--- config.mk ---
export PLATFORM = sky130hd
export DESIGN_NAME = display_scan_ctrl
export DESIGN_NICKNAME = d
export VERILOG_FILES = /design/src/rtl/display_scan_ctrl.sv
export SDC_FILE = /design/constraint.sdc
export NUM_CORES = 1
export LEC_CHECK = 0
export BUFFER_PORTS_ARGS = -buffer_cell sky130_fd_sc_hd__buf_2
export CORE_MARGIN = 3
export CORE_UTILIZATION = 61
export CTS_BUF_LIST = sky130_fd_sc_hd__clkbuf_8
export DETAILED_ROUTE_END_ITERATION = 16
export GPL_TIMING_DRIVEN = 1
export PLACE_DENSITY = 0.88
export SYNTH_ARGS = -nofsm -noshare
export SYNTH_HDL_FRONTEND = slang
export SYNTH_SLANG_ARGS = --single-unit
--- constraint.sdc ---
create_clock -name clk -period 5.9 [get_ports clk]
set_input_delay 0.885 -clock clk [delete_from_list [all_inputs] [get_ports clk]]
set_output_delay 0.885 -clock clk [all_outputs]
set_load 0.05 [all_outputs]
--- src/rtl/display_scan_ctrl.sv ---
// Four-digit common-anode 7-segment scan controller with guard blanking and frame-synchronous double buffering.
// Optional build macro LEADING_ZERO_BLANK_EN darkens leading zero digits 3..1.
module display_scan_ctrl #(
  parameter int unsigned CLK_DIV = 50000,
  parameter int unsigned GUARD   = 500
) (
  input  logic        clk,
  input  logic        rst_n,
  input  logic [15:0] value_i,
  input  logic [3:0]  blank_i,
  input  logic        load_i,
  output logic        upd_pending,
  output logic        frame_done,
  output logic [3:0]  an,
  output logic [6:0]  seg7
);

  localparam int unsigned     CW      = (CLK_DIV > 1) ? $clog2(CLK_DIV) : 1;
  localparam logic [CW-1:0]   CNT_MAX = CW'(CLK_DIV - 1);
  localparam logic [CW-1:0]   GUARD_C = CW'(GUARD);

  function automatic logic [6:0] hex_decode(input logic [3:0] d);
    logic [6:0] s;
    case (d)
      4'h0: s = 7'h40;
      4'h1: s = 7'h79;
      4'h2: s = 7'h24;
      4'h3: s = 7'h30;
      4'h4: s = 7'h19;
      4'h5: s = 7'h12;
      4'h6: s = 7'h02;
      4'h7: s = 7'h78;
      4'h8: s = 7'h00;
      4'h9: s = 7'h10;
      4'hA: s = 7'h08;
      4'hB: s = 7'h03;
      4'hC: s = 7'h46;
      4'hD: s = 7'h21;
      4'hE: s = 7'h06;
      4'hF: s = 7'h0E;
      default: s = 7'h7F;
    endcase
    return s;
  endfunction

  logic [CW-1:0] cnt_q, cnt_d;
  logic [1:0]    idx_q, idx_d;
  logic [15:0]   act_val_q, act_val_d, pend_val_q, pend_val_d;
  logic [3:0]    act_blk_q, act_blk_d, pend_blk_q, pend_blk_d;
  logic          upd_pending_q, upd_pending_d;
  logic          frame_done_q, frame_done_d;
  logic [3:0]    an_q, an_d;
  logic [6:0]    seg7_q, seg7_d;
  logic          boundary_s;
  logic [3:0]    digit_s;
  logic [3:0]    lzb_s;
  logic          dark_s;

  // Slot counter, digit index and frame-boundary buffer swap.
  always_comb begin
    cnt_d         = cnt_q;
    idx_d         = idx_q;
    act_val_d     = act_val_q;
    act_blk_d     = act_blk_q;
    pend_val_d    = pend_val_q;
    pend_blk_d    = pend_blk_q;
    upd_pending_d = upd_pending_q;
    boundary_s    = (cnt_q == CNT_MAX) && (idx_q == 2'd3);
    if (cnt_q == CNT_MAX) begin
      cnt_d = '0;
      idx_d = idx_q + 2'd1;
    end else begin
      cnt_d = cnt_q + CW'(1);
    end
    if (boundary_s) begin
      // A load landing on the boundary bypasses the pending buffer entirely.
      if (load_i) begin
        act_val_d = value_i;
        act_blk_d = blank_i;
      end else if (upd_pending_q) begin
        act_val_d = pend_val_q;
        act_blk_d = pend_blk_q;
      end else begin
        act_val_d = act_val_q;
        act_blk_d = act_blk_q;
      end
      upd_pending_d = 1'b0;
    end else if (load_i) begin
      pend_val_d    = value_i;
      pend_blk_d    = blank_i;
      upd_pending_d = 1'b1;
    end else begin
      upd_pending_d = upd_pending_q;
    end
    frame_done_d = (cnt_d == CNT_MAX) && (idx_d == 2'd3);
  end

  // Digit select, dark decision and pin values for the current slot position.
  always_comb begin
    case (idx_q)
      2'd0:    digit_s = act_val_q[3:0];
      2'd1:    digit_s = act_val_q[7:4];
      2'd2:    digit_s = act_val_q[11:8];
      2'd3:    digit_s = act_val_q[15:12];
      default: digit_s = act_val_q[3:0];
    endcase
`ifdef LEADING_ZERO_BLANK_EN
    lzb_s[3] = (act_val_q[15:12] == 4'h0);
    lzb_s[2] = lzb_s[3] && (act_val_q[11:8] == 4'h0);
    lzb_s[1] = lzb_s[2] && (act_val_q[7:4] == 4'h0);
    lzb_s[0] = 1'b0;
`else
    lzb_s = 4'b0000;
`endif
    dark_s = act_blk_q[idx_q] | lzb_s[idx_q];
    if ((cnt_q >= GUARD_C) && !dark_s) begin
      an_d   = ~(4'b0001 << idx_q);
      seg7_d = hex_decode(digit_s);
    end else begin
      an_d   = 4'b1111;
      seg7_d = 7'h7F;
    end
  end

  // State and output registers; reset aborts the frame and drops any pending update.
  always_ff @(posedge clk) begin
    if (!rst_n) begin
      cnt_q         <= '0;
      idx_q         <= 2'd0;
      act_val_q     <= 16'h0000;
      act_blk_q     <= 4'b0000;
      pend_val_q    <= 16'h0000;
      pend_blk_q    <= 4'b0000;
      upd_pending_q <= 1'b0;
      frame_done_q  <= 1'b0;
      an_q          <= 4'b1111;
      seg7_q        <= 7'h7F;
    end else begin
      cnt_q         <= cnt_d;
      idx_q         <= idx_d;
      act_val_q     <= act_val_d;
      act_blk_q     <= act_blk_d;
      pend_val_q    <= pend_val_d;
      pend_blk_q    <= pend_blk_d;
      upd_pending_q <= upd_pending_d;
      frame_done_q  <= frame_done_d;
      an_q          <= an_d;
      seg7_q        <= seg7_d;
    end
  end

  assign upd_pending = upd_pending_q;
  assign frame_done  = frame_done_q;
  assign an          = an_q;
  assign seg7        = seg7_q;

endmodule

**Word level (Yosys, flattened, before mapping)**

Memories as Yosys holds them, arrays and structs flattened. A register that Yosys moved wholly into a read port is not among the register bits.
Cells that the tools add are included.
Widths: inputs -> output; s select.

- Flip-flop bits (word level): 64
- Latch bits: 0
- Memory bits (writable): 0
- Memory bits (read-only): 112
- Input bits: 23
- Output and inout port bits: 13
- Logic and storage cells: 47
- Memories: 1

Memory list:

| memory | words | bits a word | rd ports | clocked after memory_dff | write ports | line | text |
|---|---|---|---|---|---|---|---|
| (no name shown) | 16 | 7 | 1 | 1 | 0 | 24 | `case (d)` |

- $add $sub $neg: 2
- $mul: 0
- Divide/modulo/power cells: 0
- Order comparisons: 2
- Equality and inequality tests: 6
- Shifts and indexed selects: 1
- Mux-type cells: 11
- Bitwise operators: 4
- Reduce and logical (&&, ||, !) cells: 11

Operator list:

| operator | number |
|---|---|
| $mux 16 | 3 |
| $eq 16x16->1 const B | 2 |
| $add 16x1->16 const B | 1 |
| $ge 16x9->1 const B | 1 |
| $pmux 4 s4 | 1 |
| $mux 4 | 2 |
| $eq 2x2->1 const B | 3 |
| $reduce_and 2->1 | 3 |
| $bmux 1 s2 | 2 |
| $not 4->4 | 1 |
| $shl 1x2->4 const A | 1 |
| $logic_and 1x1->1 | 3 |
| $lt 2x3->1 const B | 1 |
| $add 2x1->2 const B | 1 |
| $eq 2x1->1 const B | 1 |
| $logic_not 1->1 | 2 |
| $logic_not 2->1 | 1 |
| $mux 1 | 2 |
| $mux 2 | 1 |
| $not 1->1 | 2 |
| $reduce_bool 2->1 | 1 |
| $reduce_or 2->1 | 1 |
| $or 1x1->1 | 1 |

**Depth between registers and ports, before layout**

- Word-level depth: 7
- Mapped depth: 9
- Depth with buffers taken out: 9

**Worst setup path after synthesis**

Ideal clock, no wire load.

- Kind: register to register
- Start point: reg idx_q[0]
- End point: reg seg7_q[3] (netlist: seg7[3])
- Setup time: 129 ps
- Data arrival time: 1933 ps
- Required time: 5771 ps
- Setup slack: 3838 ps
- Cell stages (with the launch flop): 10
- Buffers on the path: 1
- Period minus slack after synthesis: 2062 ps
- Path through: dfxtp_1 -> inv_1 -> ha_1 -> buf_1 -> mux2i_1 -> inv_1 -> ha_1 -> a21oi_1 -> a22o_1 -> nand2_1

- Longest elaborated chain between the ends: 7
- Elaborated cells on any way between the ends: 14
- Classes of those cells: eq/ne (3); mux (5); bitwise (1); reduce/logical (5)

RTL lines:

| what | line | text |
|---|---|---|
| start: declaration | 47 | `logic [1:0] idx_q, idx_d;` |
| start signal: assignment | 140 | `idx_q <= idx_d;` |
| $bmux 1 s2 | 115 | `dark_s = act_blk_q[idx_q] \| lzb_s[idx_q];` |
| $mux 1 (not written as such) | 115 |  |
| $or 1x1->1 | 115 |  |
| $logic_not 1->1 | 116 | `if ((cnt_q >= GUARD_C) && !dark_s) begin` |
| $logic_and 1x1->1 | 116 |  |
| $reduce_and 2->1 (no line) | n/a |  |
| $logic_not 1->1 (no line) | n/a |  |
| end: declaration | 53 | `logic [6:0] seg7_q, seg7_d;` |

Several ways; a longest one is shown, not always the timed one. The select of a mux whose other input is x is not followed.
A chain may end at the register's enable or synchronous reset.

**Worst setup path in the final report**

- Start point: in load_i
- End point: reg pend_blk_q[0]

- Longest elaborated chain between the ends: 1

RTL lines:

| what | line | text |
|---|---|---|
| start: declaration | 11 | `input logic load_i,` |
| $reduce_and 2->1 (no line) | n/a |  |
| end signal: assignment | 144 | `pend_blk_q <= pend_blk_d;` |
| end: declaration | 49 | `logic [3:0] act_blk_q, act_blk_d, pend_blk_q, pend_blk_d;` |

Every way passes these cells.

==> results.md <==
- Filler instances: 431
- Min Clock Period, post-route: 2.57 ns
- Average instance area after synthesis: 10.2 µm²
- Buffer depth of the longest clock path: 2
- Final number of hold-violating endpoints: 0
- Detailed-route DRC error count: 0
- Cell types occupying the most area after synthesis: sky130_fd_sc_hd__dfxtp_1, sky130_fd_sc_hd__mux2i_1, sky130_fd_sc_hd__o211a_1
- Number of maximum-capacitance violations: 0
- Relative area change from synthesis to final layout: 8.48%
- Die Area: 0.00670 mm²
- Total gr overflow: 0
- Launch instance of the worst register-to-register path: cnt_q[0]
- Proportion of total power due to net switching: 22.6%
- Detailed placer's ending HPWL: 4420 µm
- Fin nets: 406
- Synth Flop Type: sky130_fd_sc_hd__dfxtp_1
- Least-Margin Pin Slew: 0.819 ns
- Area share of the leading cell type in the synthesized netlist: 40.5%
- Ant. Diodes: 0
- Global-route usage over all layers: 21.8%
- Internal portion of total power: 0.717 mW
- Fraction of the yosys area taken by sequential cells: 40.5%
- Count of state elements after synthesis: 71
- Worst setup path end: pend_blk_q[0]
- Worst clock skew: 0.00536 ns
- Main combinational cell family by area after synthesis: simple AND/OR/NAND/NOR gates
- Wire length of the first global-routing pass: 11,100 µm
- Signal arrival time at the worst endpoint: 2.80 ns
- Total power divided by cell area: 243 mW/mm²
- CP endpoint kind: flip-flop
- Share of synthesized cell area in full adder, half adder and majority cells: 4.63%
- Vias in the first global route: 2,448
- Final setup fails: 0
- Slew HR: 43.8%
- Insertion delay to the later sink of the worst-skew pair: 0.35 ns
- Distinct cell type count after synthesis: 46
- FF-to-FF setup slack: 3.42 ns
- Switching power: 0.209 mW
- # Post-CTS Setup Buffers: 0
- Start-to-end type of the worst setup path: in2reg
- Placer's final routability congestion estimate: 0.790
- Proportion of synthesized area in mux cells: 14.7%
- Final Max Tran Viols: 0
- Worst slack on hold paths: 0.494 ns
- Maximum number of pins on one net before global-route repair: 50
- Wirelength, routed: 6480 µm
- Share of power burned in combinational logic: 5.9%
- Biggest area consumer among synthesized cells: sky130_fd_sc_hd__dfxtp_1
- Yosys Warn Count: 0
- Share of total power in the clock network: 40.5%
- Min-delay worst type: reg2reg
- Run status: finished clean
- Pleak: 1.77 nW
- Fraction of the core area covered by cells at the end of the flow: 68.8%
- TritonCTS clock tree: done
- Antenna violations before repair: 0
- Vias post-DR: 2,492
- Proportion of layout cells with a drive suffix above 1: 17.3%
- Clock slew seen by the registers of the worst setup and hold paths: 0.07 ns
- Area of the mapped netlist: 0.00351 mm²
- Die height: 81.9 µm
- Unrepaired setup endpoints after global routing: false
- Number of cells upsized or downsized after cts: 0
- Synth async-reset ratio: 0%
- Simple-gate share of the synthesized area: 18.5%
- TritonCTS buffer count: 9
- Area fraction in compound gates after synthesis: 10.8%
- Residual antenna-violating net count after detailed routing: 0
- Path depth of the worst reg2reg path: 7
- DR WL/cell: 14.5 µm
- Number of ports placed on the die boundary: 36
- Final worst-path cycle share: 43.5%
- DRT iter0 DRCs: 140
- Xor/xnor share of the synthesized area: 4.49%
- Site Rows: 27
- Maximum frequency from static timing analysis: 390 MHz
- Placement Cell Area: 0.00362 mm²
- Worst supply voltage drop on vdd: 132 µV
- Routed via count divided by cell count: 5.57
- Std-Cell Core Area: 0.00554 mm²
- Num Clock Sinks: 71
- Htree depth: 3
- Worst setup timing slack at the placement stage: 2.99 ns
- Design area: 0.00381 mm²
- Root Buffer: sky130_fd_sc_hd__clkbuf_8
- Number of hold buffers added after CTS: 0
- Port Buf Inserts: 35
- Total negative slack: 0 ns
- Die width: 81.9 µm
- Total nets after synthesis: 380
- Terminus of the critical flop-to-flop path: pend_blk_q[0]
- Reg power frac: 53.6%
- Post-synth EDFFs: 0
- Worst Slack Setup Final: 3.33 ns
- Setup crit start kind: input port
- Initial Utilization: 63.4%
- Synthesized netlist cell count: 344
- Length of the first detailed-routing pass in iterations: 4
- Critical path data required time: 6.14 ns
- Worst Path Max Fanout: 23
- Worst setup path startpoint: load_i
[metrics by stage]
stage,instances,power (mW)
after floorplan,344,0.548
after global placement,431,0.561
after detailed placement,431,0.563
after CTS,447,0.934
after global routing,447,0.964
final,447,0.926
[metal layers]
metal  routed length (µm)  up-vias  part of all wire (%)  GRT usage (%)
met5                    0        -                     0              0
met4                  187        0                   2.9           12.5
met3                  215       18                   3.3           4.50
met2                 3110       43                    48           35.5
met1                 2960     1175                    46           26.5
li1                     -     1256                     -              -
[logic make-up (layout without fill, tap and decap cells)]
| logic type | count (synthesis) | count (layout) |
|---|---|---|
| AO/OA/AOI/OAI | 45 | 45 |
| XOR/XNOR | 18 | 18 |
| adder cells (fa/ha/maj) | 13 | 13 |
| buffers and inverters | 35 | 66 |
| flip-flops | 71 | 71 |
| multiplexers | 50 | 50 |
| AND/OR/NAND/NOR | 112 | 112 |
[worst min-delay path by stage]
stage / start / to / slack [ns] / depth (start not counted)
4_1_cts: cnt_q[0] / cnt_q[0] / 0.49 / 1
6_report: cnt_q[0] / cnt_q[0] / 0.49 / 1
3_3_place_gp: cnt_q[0] / cnt_q[0] / 0.47 / 1
3_5_place_dp: cnt_q[0] / cnt_q[0] / 0.47 / 1
2_1_floorplan: cnt_q[0] / cnt_q[0] / 0.45 / 1
5_1_grt: cnt_q[0] / cnt_q[0] / 0.51 / 1
[sequential cells by signal, indices dropped and copies added, names as in the netlist]
| register | count |
|---|---|
| seg7 | 7 |
| act_val_q | 16 |
| act_blk_q | 4 |
| pend_val_q | 16 |
| idx_q | 2 |
| cnt_q | 16 |
| upd_pending | 1 |
| pend_blk_q | 4 |
| an | 4 |
| frame_done | 1 |
[cell type report]
cell class | count | area, µm² | share of cell area (%)
Timing Repair Buffer | 38 | 198 | 5.19
Sequential cell | 71 | 1420 | 37.3
Inverter | 12 | 45.0 | 1.18
Tap cell | 72 | 90.1 | 2.36
Clock buffer | 10 | 138 | 3.61
Multi-Input combinational cell | 238 | 1860 | 48.9
Clock inverter | 6 | 53.8 | 1.41
[cells in the mapped netlist, types with 2 or more instances]
master / instances
sky130_fd_sc_hd__nor2b_1: 22
sky130_fd_sc_hd__o221ai_1: 4
sky130_fd_sc_hd__inv_1: 12
sky130_fd_sc_hd__nor2_1: 16
sky130_fd_sc_hd__buf_2: 5
sky130_fd_sc_hd__o211a_1: 20
sky130_fd_sc_hd__a222oi_1: 4
sky130_fd_sc_hd__mux2_2: 2
sky130_fd_sc_hd__and4_1: 3
sky130_fd_sc_hd__buf_6: 7
sky130_fd_sc_hd__xor2_1: 6
sky130_fd_sc_hd__nor4b_4: 2
sky130_fd_sc_hd__nand2_1: 32
sky130_fd_sc_hd__nor3_1: 4
sky130_fd_sc_hd__ha_1: 13
sky130_fd_sc_hd__mux2i_1: 47
sky130_fd_sc_hd__nand3b_1: 2
sky130_fd_sc_hd__and2_1: 5
sky130_fd_sc_hd__o21ai_0: 4
sky130_fd_sc_hd__clkbuf_1: 6
sky130_fd_sc_hd__o211ai_1: 2
sky130_fd_sc_hd__clkbuf_8: 3
sky130_fd_sc_hd__xnor2_1: 12
sky130_fd_sc_hd__nand3_1: 8
sky130_fd_sc_hd__nor4_1: 2
sky130_fd_sc_hd__a21oi_1: 7
sky130_fd_sc_hd__nand4_1: 5
sky130_fd_sc_hd__dfxtp_1: 71
[critical path: stages]
cell and delay [ns]:
sky130_fd_sc_hd__buf_2 0.50, sky130_fd_sc_hd__a21boi_2 0.76, sky130_fd_sc_hd__buf_4 0.36, sky130_fd_sc_hd__mux2i_1 0.21
sky130_fd_sc_hd__nor2b_1 0.06
[placed cells by master, fill, tap and decap left out, types with 10 or more instances in the layout]
cell,count
sky130_fd_sc_hd__clkbuf_8,10
sky130_fd_sc_hd__dfxtp_1,71
sky130_fd_sc_hd__nand2_1,32
sky130_fd_sc_hd__xnor2_1,12
sky130_fd_sc_hd__nor2b_1,22
sky130_fd_sc_hd__nor2_1,16
sky130_fd_sc_hd__ha_1,13
sky130_fd_sc_hd__buf_2,35
sky130_fd_sc_hd__inv_1,15
sky130_fd_sc_hd__mux2i_1,47
sky130_fd_sc_hd__o211a_1,20
[power by group through the flow]
stage,Clock (mW),Sequential [mW],Combinational [mW]
after detailed placement,0,0.507,0.0555
after global placement,0,0.507,0.0538
after CTS,0.382,0.496,0.0557
after floorplan,0,0.507,0.0418
final,0.375,0.496,0.0550
after global routing,0.404,0.498,0.0619
Note: power is estimated with default switching activity, not from simulation.
